===== src/rtl/mac_pkg.sv =====
// mac_pkg
// Shared definitions for the result write-port arbiter: FSM state encoding,
// requester port indices and the default data width.
package mac_pkg;

    localparam int   MAC_DATA_W = 32;

    localparam logic PORT_CORE  = 1'b0;
    localparam logic PORT_MAC   = 1'b1;

    typedef enum logic [1:0] {
        IDLE   = 2'd0,
        GRANT0 = 2'd1,
        GRANT1 = 2'd2
    } state_e;

endpackage


===== src/rtl/mac_port_arbiter_mux.sv =====
// MUX_2_by_1
// Plain 2:1 data mux, shared by the write-port arbiter.
// Ports:
//   s  - select; 0 passes a, 1 passes b
//   a  - input 0
//   b  - input 1
//   y  - selected data
module MUX_2_by_1 #(
    parameter int W = 32
) (
    input  logic         s,
    input  logic [W-1:0] a,
    input  logic [W-1:0] b,
    output logic [W-1:0] y
);

    assign y = s ? b : a;

endmodule


===== src/rtl/mac_port_arbiter.sv =====
// mac_port_arbiter
// Round-robin arbiter sharing one result write port between the core
// writeback (port 0) and the matrix MAC unit (port 1). Bursts end on `last`
// or are cut after MAX_HOLD beats when the other side is waiting. Accepted
// beats are registered into a one-entry output stage.
// Ports:
//   clk, rst                      - clock, async active-high reset
//   reqK_valid/data/last/ready    - requester K beat handshake (K = 0, 1)
//   out_valid/data/src/last       - registered output beat
//   out_ready                     - downstream accepts output beat
//   sel                           - data mux select (1 only in GRANT1)
//   busy                          - FSM not in IDLE
//
// state  | meaning
// IDLE   | no grant; arbitrating among valid requesters
// GRANT0 | port 0 (core) owns the write port
// GRANT1 | port 1 (MAC) owns the write port
module mac_port_arbiter
    import mac_pkg::*;
#(
    parameter int DATA_W   = MAC_DATA_W,
    parameter int MAX_HOLD = 8
) (
    input  logic              clk,
    input  logic              rst,
    input  logic              req0_valid,
    input  logic [DATA_W-1:0] req0_data,
    input  logic              req0_last,
    output logic              req0_ready,
    input  logic              req1_valid,
    input  logic [DATA_W-1:0] req1_data,
    input  logic              req1_last,
    output logic              req1_ready,
    output logic              out_valid,
    output logic [DATA_W-1:0] out_data,
    output logic              out_src,
    output logic              out_last,
    input  logic              out_ready,
    output logic              sel,
    output logic              busy
);

    localparam int             CW       = $clog2(MAX_HOLD + 1);
    localparam logic [CW-1:0]  HOLD_LIM = CW'(MAX_HOLD);

    state_e              state_q, state_d;
    logic                ptr_q, ptr_d;
    logic [CW-1:0]       cnt_q, cnt_d;
    logic [CW-1:0]       cnt_inc;
    logic                out_valid_q, out_valid_d;
    logic [DATA_W-1:0]   out_data_q, out_data_d;
    logic                out_src_q, out_src_d;
    logic                out_last_q, out_last_d;

    logic                stall;
    logic                accept;
    logic                grant_port;
    logic                own_valid;
    logic                own_last;
    logic                other_valid;
    logic                release_grant;
    logic [DATA_W-1:0]   mux_data;

    MUX_2_by_1 #(.W(DATA_W)) u_data_mux (
        .s (sel),
        .a (req0_data),
        .b (req1_data),
        .y (mux_data)
    );

    assign sel        = (state_q == GRANT1);
    assign busy       = (state_q != IDLE);
    assign stall      = out_valid_q && !out_ready;
    assign req0_ready = (state_q == GRANT0) && !stall;
    assign req1_ready = (state_q == GRANT1) && !stall;
    assign accept     = (req0_valid && req0_ready) || (req1_valid && req1_ready);

    // Granted side's view of the request lines; only meaningful in GRANTx.
    assign grant_port  = (state_q == GRANT1) ? PORT_MAC : PORT_CORE;
    assign own_valid   = grant_port ? req1_valid : req0_valid;
    assign own_last    = grant_port ? req1_last  : req0_last;
    assign other_valid = grant_port ? req0_valid : req1_valid;
    assign cnt_inc     = cnt_q + 1'b1;

    always_comb begin
        state_d       = state_q;
        ptr_d         = ptr_q;
        cnt_d         = cnt_q;
        release_grant = 1'b0;
        case (state_q)
            IDLE: begin
                if (req0_valid && req1_valid) begin
                    state_d = ptr_q ? GRANT1 : GRANT0;
                end else if (req0_valid) begin
                    state_d = GRANT0;
                end else if (req1_valid) begin
                    state_d = GRANT1;
                end
            end
            GRANT0, GRANT1: begin
                if (!stall) begin
                    if (own_valid) begin
                        if (own_last || ((cnt_inc == HOLD_LIM) && other_valid)) begin
                            release_grant = 1'b1;
                        end else if (cnt_inc == HOLD_LIM) begin
                            // Nobody waiting: wrap the count and keep the grant.
                            cnt_d = '0;
                        end else begin
                            cnt_d = cnt_inc;
                        end
                    end else begin
                        // Requester went quiet: treat it as end of burst.
                        release_grant = 1'b1;
                    end
                    if (release_grant) begin
                        ptr_d = ~grant_port;
                        cnt_d = '0;
                        // Updated pointer favours the other side, so check it first.
                        if (other_valid) begin
                            state_d = grant_port ? GRANT0 : GRANT1;
                        end else if (own_valid) begin
                            state_d = state_q;
                        end else begin
                            state_d = IDLE;
                        end
                    end
                end
            end
            default: state_d = IDLE;
        endcase
    end

    always_comb begin
        out_valid_d = out_valid_q;
        out_data_d  = out_data_q;
        out_src_d   = out_src_q;
        out_last_d  = out_last_q;
        if (accept) begin
            out_valid_d = 1'b1;
            out_data_d  = mux_data;
            out_src_d   = grant_port;
            out_last_d  = own_last;
        end else if (out_ready) begin
            out_valid_d = 1'b0;
        end
    end

    always_ff @(posedge clk or posedge rst) begin
        if (rst) begin
            state_q     <= IDLE;
            ptr_q       <= PORT_CORE;
            cnt_q       <= '0;
            out_valid_q <= 1'b0;
            out_data_q  <= '0;
            out_src_q   <= 1'b0;
            out_last_q  <= 1'b0;
        end else begin
            state_q     <= state_d;
            ptr_q       <= ptr_d;
            cnt_q       <= cnt_d;
            out_valid_q <= out_valid_d;
            out_data_q  <= out_data_d;
            out_src_q   <= out_src_d;
            out_last_q  <= out_last_d;
        end
    end

    assign out_valid = out_valid_q;
    assign out_data  = out_data_q;
    assign out_src   = out_src_q;
    assign out_last  = out_last_q;

endmodule

===== config.mk =====
export PLATFORM = sky130hd
export DESIGN_NAME = mac_port_arbiter
export DESIGN_NICKNAME = d
export VERILOG_FILES = /design/src/rtl/mac_pkg.sv /design/src/rtl/mac_port_arbiter_mux.sv /design/src/rtl/mac_port_arbiter.sv
export SDC_FILE = /design/constraint.sdc
export NUM_CORES = 1
export LEC_CHECK = 0
export CORE_ASPECT_RATIO = 1.4
export CORE_MARGIN = 5
export CORE_UTILIZATION = 40
export CTS_BUF_LIST = sky130_fd_sc_hd__clkbuf_16
export DETAILED_ROUTE_END_ITERATION = 7
export MAX_ROUTING_LAYER = met4
export PLACE_DENSITY = 0.77
export REMOVE_ABC_BUFFERS = 1
export SYNTH_ARGS = -nofsm -noshare
export SYNTH_HDL_FRONTEND = slang
export SYNTH_HIERARCHICAL = 1
export SYNTH_SLANG_ARGS = --single-unit

===== constraint.sdc =====
create_clock -name clk -period 5.4 [get_ports clk]
set_input_delay 0.81 -clock clk [delete_from_list [all_inputs] [get_ports clk]]
set_output_delay 0.81 -clock clk [all_outputs]
set_load 0.01 [all_outputs]

# After elaboration in Yosys (flattened, before gate mapping)
# Index checks and enable logic that the tools add are counted.
dict set report word_totals {
  regBits 42
  word_cells 62
  in_bits 71
  out_inout_bits 39
}
dict set report classes {
  mux 25
  n_addsub 1
  n_eq_ne 8
  reduce_logical 19
  bitwise 2
}
# cell n
set op_table {}
lappend op_table {{two-way mux 32 bit} 1}
lappend op_table {{two-way mux 2 bit} 9}
lappend op_table {{two-way mux 4 bit} 4}
lappend op_table {{two-way mux 1 bit} 10}
lappend op_table {{AND reduction 4 bit} 2}
lappend op_table {{logical AND 1 bit} 7}
lappend op_table {{nonzero test 2 bit} 3}
lappend op_table {{adder 4 x 1 -> 4 bit (second input constant)} 1}
lappend op_table {{== test 4 bit (second input constant)} 1}
lappend op_table {{!= test 2 bit (second input constant)} 2}
lappend op_table {{!= test 4 bit (second input constant)} 1}
lappend op_table {{one-hot mux 2 bit (2 select lines)} 1}
lappend op_table {{!= test 3 bit (second input constant)} 1}
lappend op_table {{AND reduction 3 bit} 1}
lappend op_table {{== test 2 x 1 -> 1 bit (second input constant)} 1}
lappend op_table {{== test 2 bit (second input constant)} 1}
lappend op_table {{zero test 1 bit} 2}
lappend op_table {{zero test 2 bit} 1}
lappend op_table {{logical OR 1 bit} 2}
lappend op_table {{!= test 2 x 1 -> 1 bit (second input constant)} 1}
lappend op_table {{NOT 1 bit} 2}
lappend op_table {{OR reduction 2 bit} 1}

# Logic depth before layout (Yosys ltp)
dict set report depth {
  ltp_word 12
  ltp_mapped 8
  mapped_depth_nobuf 7
}

# Cells and area by module
# The synthesis kept the hierarchy.
# module n_inst cells_each area_each_um2
set modules_own_cells {}
lappend modules_own_cells {mac_port_arbiter 1 159 1966.9}
lappend modules_own_cells {MUX_2_by_1 1 36 544.3}

# Least setup slack after synthesis
# No wires, ideal clock.
dict set report synth_path {
  path_kind {input to output}
  start {in out_ready}
  end {out req0_ready}
  setup_slack_ns 3.391
  stages 2
  required_ns 4.590
  arrival_ns 1.199
  path_buffers 0
  path_cell_list {nand2b_1 and2_1}
}
dict set report synth_between {
  elab_chain_len 4
}
# item line
set synth_lines {}
lappend synth_lines {{start: declaration} mac_port_arbiter.sv:38} ;# input logic out_ready,
lappend synth_lines {{zero test 1 bit} mac_port_arbiter.sv:73} ;# assign stall = out_valid_q && !out_ready;
lappend synth_lines {{logical AND 1 bit} mac_port_arbiter.sv:73}
lappend synth_lines {{zero test 1 bit} -}
lappend synth_lines {{logical AND 1 bit} mac_port_arbiter.sv:74} ;# assign req0_ready = (state_q == GRANT0) && !stall;
lappend synth_lines {{end: declaration} mac_port_arbiter.sv:29} ;# output logic req0_ready,
# No other way between the ends.

# Worst setup path in the final report
dict set report layout_path {
  start {reg state_q[0]}
  end {out sel}
}
dict set report layout_between {
  elab_chain_len 1
}
# item line
set layout_lines {}
lappend layout_lines {{start: declaration} mac_port_arbiter.sv:46} ;# state_e state_q, state_d;
lappend layout_lines {{start signal: assignment} mac_port_arbiter.sv:158} ;# state_q <= state_d;
lappend layout_lines {{== test 2 bit} mac_port_arbiter.sv:71} ;# assign sel = (state_q == GRANT1);
lappend layout_lines {{end: declaration} mac_port_arbiter.sv:39} ;# output logic sel,
# No other way between the ends.

==> results by group <==
GRT
  – First-pass GRT wire length: about 10000 µm
  – Met3 usage: between 4 and 5%
  – Gr usage total: ~16%
  – Met2 Usage GRT: about a quarter
  – Gr busiest metal: met2
  – Number of global-route vias before repair: slightly above 2000
  – Met1 GRT Util: a little under a fifth
  – Largest net degree at the start of global routing: 43
  – Grt ovf: 0
  – Initial antenna violation count: 0

Layout
  – Fill count: 508
  – Post-layout instance count excluding filler cells: approximately 380
  – Fin util: around three fifths
  – Nets: 382
  – Finished Cell Area: 3800 µm²
  – Fraction of layout cells with a size suffix above 1: about a quarter
  – Synth-to-Final Area Change: 51.4%
  – Antenna diodes: 0
  – Multi-input gate area: 1340 µm²
  – FF/Latch Area: 1050 µm²

Setup path
  – Worst setup path class: register to output pin
  – Critical Path Slowest Stage Cell: clkdlybuf4s50_1
  – Worst-path cell chain: inv_1, ha_2, buf_4, clkdlybuf4s50_1
  – Critical Path AT: about 2.5 ns
  – CP Launch Point: state_q[0]
  – CP Capture Type: output pin
  – Worst EP required: roughly 4.6 ns
  – R2R Path Start: state_q[0]
  – Worst r2r path cells: 5
  – R2r endpoint: out_data[18]
  – Crit path launch type: register
  – CP max stage delay: just over 0.6 ns
  – Reg2Reg Setup Slack: ~2.7 ns
  – Critical path fanouts, max: 23

Logic synthesis
  – Cells after synthesis: 195
  – Post-synth top cells: dfrtp_1, mux2_2, mux2_4
  – Syn Area/Cell: roughly 13 µm²
  – Ys flop type: dfrtp_1
  – Top cell type's share of synthesized area: roughly two fifths
  – Post-synth top area cell: dfrtp_1
  – Count of state elements after synthesis: 42
  – Yosys Warn Count: 6
  – Yosys cell types: 42
  – Synthesized area: ~2500 µm²
  – Post-synth EDFFs: 0
  – Most numerous cell in the Yosys netlist: dfrtp_1
  – Ys async rst share: 100%
  – Sequential share of the synthesized area: roughly two fifths
  – Main area contributors after synthesis: dfrtp_1, mux2_4, mux2_2, ha_1, buf_12

Timing
  – RSZ-0062 raised after global routing: no
  – Slew Limit Headroom: between 30% and 40%
  – Fmax: 0.299 GHz
  – Period utilization: about 62%
  – Final setup fails: 0
  – Fin. max-slew vios: 0
  – Worst Skew: between 0.003 and 0.004 ns
  – Tightest Pin Transition: around 0.94 ns
  – Final Critical Period: 3.34 ns
  – Hold_ws: 0.482 ns
  – Setup_tns: 0 ns
  – Final hold violation count: 0

Place
  – Dpl hpwl: between 4000 and 5000 µm
  – I/O Buffers: 109
  – Placed Cells: 370
  – Placer Congestion: between 0.8 and 0.9
  – Placed Area: 3610 µm²

Power and ir drop
  – Flop pwr share: 27.3%
  – Sw power: approximately 660 µW
  – Clock power share: approximately 18%
  – Pleak: between 1.5 and 2 nW
  – Comb pwr share: 54.3%
  – Maximum VDD drop: ~0.00027 V
  – PwrDens: roughly 540 nW/µm²
  – Sw frac: 32.0%
  – Power Internal: 1.40 mW

CTS
  – Worst skew pair latency: ~0.28 ns
  – CTS tree: built
  – Num Clock Sinks: 42
  – Post-CTS Setup Inserts: 0
  – Post-CTS sizing: 0
  – CTS Root Cell: clkbuf_16
  – Largest buffer count on any clock path: 2
  – CTS Hold Bufs: 0
  – H-tree levels: 2
  – CTS Buf Count: 5
  – Clock slew at reported path FFs: roughly 0.060 ns

Floorplanning
  – FP Rows: 34
  – Core box area: between 6000 and 7000 µm²
  – Die ar.: 7990 µm²
  – Die Ht: 104 µm
  – IO Pins: between 100 and 150
  – Initial Utilization: 40.7%
  – DIE WIDTH: between 70 and 80 µm

Route
  – Iter 0 DRT Violations: 100
  – DRT Pass-1 Iters: 4
  – Via count: between 1500 and 2000
  – Wire per inst: 16.0 µm
  – WL final: ~6000 µm
  – Antenna violation net count after detailed routing: 0
  – Vias per Instance: a little over 5
  – Post-route DRC: 0

Flow run
  – Max Cap Viol: 0

Worst hold path
  – Hold_sp: out_data[7]
  – Cell depth of the worst hold path: 1
  – Min-Delay Endpoint: out_data[7]
  – HP Class: register to register

Status
  – Status: completed
-- worst max-delay path: cells and delay by family, from the launching register on --
kind | cells | cell delay (ns)
buffers and inverters | 3 | 1.20
adders and majority gates | 1 | 0.59
DFF | 1 | 0.44
-- stage by stage --
stage | setup slack (ns) | power [mW]
2_1_floorplan | 1.52 | 1.23
3_3_place_gp | 2.38 | 1.67
3_5_place_dp | 2.34 | 1.71
4_1_cts | 2.03 | 2.10
5_1_grt | 1.92 | 2.20
6_report | 2.06 | 2.06
-- power groups by stage --
stage / sequential [mW] / clock (mW) / combinational [mW]
after floorplan: 0.622 / 0 / 0.610
after global placement: 0.559 / 0 / 1.12
after detailed placement: 0.570 / 0 / 1.14
after CTS: 0.567 / 0.387 / 1.14
after global routing: 0.588 / 0.402 / 1.21
final: 0.563 / 0.379 / 1.12
-- cells by family (layout without fill, tap and decap cells) --
kind of cell	count (synthesis)	count (layout)	share of synthesized area [%]
AND/OR/NAND/NOR	37	37	7.77
buffers and inverters	15	126	5.08
AO/OA/AOI/OAI	28	28	7.87
multiplexers	67	67	34.4
flip-flops	42	42	41.9
adder cells (fa/ha/maj)	6	6	2.99
-- layout by cell type, fill, tap and decap left out, types with 2 or more instances in the layout --
master           instances
o21ai_0                  5
mux2i_1                  2
inv_1                    6
clkbuf_16                5
dfrtp_1                 42
clkinv_1                 2
nand2_1                 10
a21oi_1                  4
mux2_1                   3
nand3_1                  6
o22ai_1                  2
nor2_1                   5
a31oi_1                  3
mux2_4                  30
and2_1                   4
mux2_2                  32
buf_4                    2
bufinv_16                2
nand2b_1                 3
ha_1                     5
clkdlybuf4s50_1        109
-- sequential cells by signal (all words and copies together) (netlist names) --
name / flops
out_src: 1
state_q: 2
out_last: 1
out_valid: 1
ptr_q: 1
cnt_q: 4
out_data: 32
-- how the worst max path moves through the flow --
stage	endpoint	slack, ns	cells past startpoint
6_report	sel	2.06	4
4_1_cts	sel	2.03	4
5_1_grt	sel	1.92	4
3_5_place_dp	sel	2.34	4
2_1_floorplan	out_src	1.52	5
3_3_place_gp	sel	2.38	4
-- layer usage --
metal	up-vias	wire, µm	share of wire (%)
li1	932	-	-
met1	933	2410	40
met2	71	3180	53
met3	6	401	6.6
met4	0	56	0.93
met5	-	0	0
-- area by class of cell --
| cell class | instances | area share, % |
|---|---|---|
| multi-input cells | 138 | 35.2 |
| repair buffers | 111 | 29.1 |
| flip-flops and latches | 42 | 27.6 |
| clock buffers | 5 | 3.29 |
| well taps | 72 | 2.37 |
| clock inverters | 3 | 1.68 |
| inverters | 7 | 0.691 |
Power figures use the tool's default switching activity.
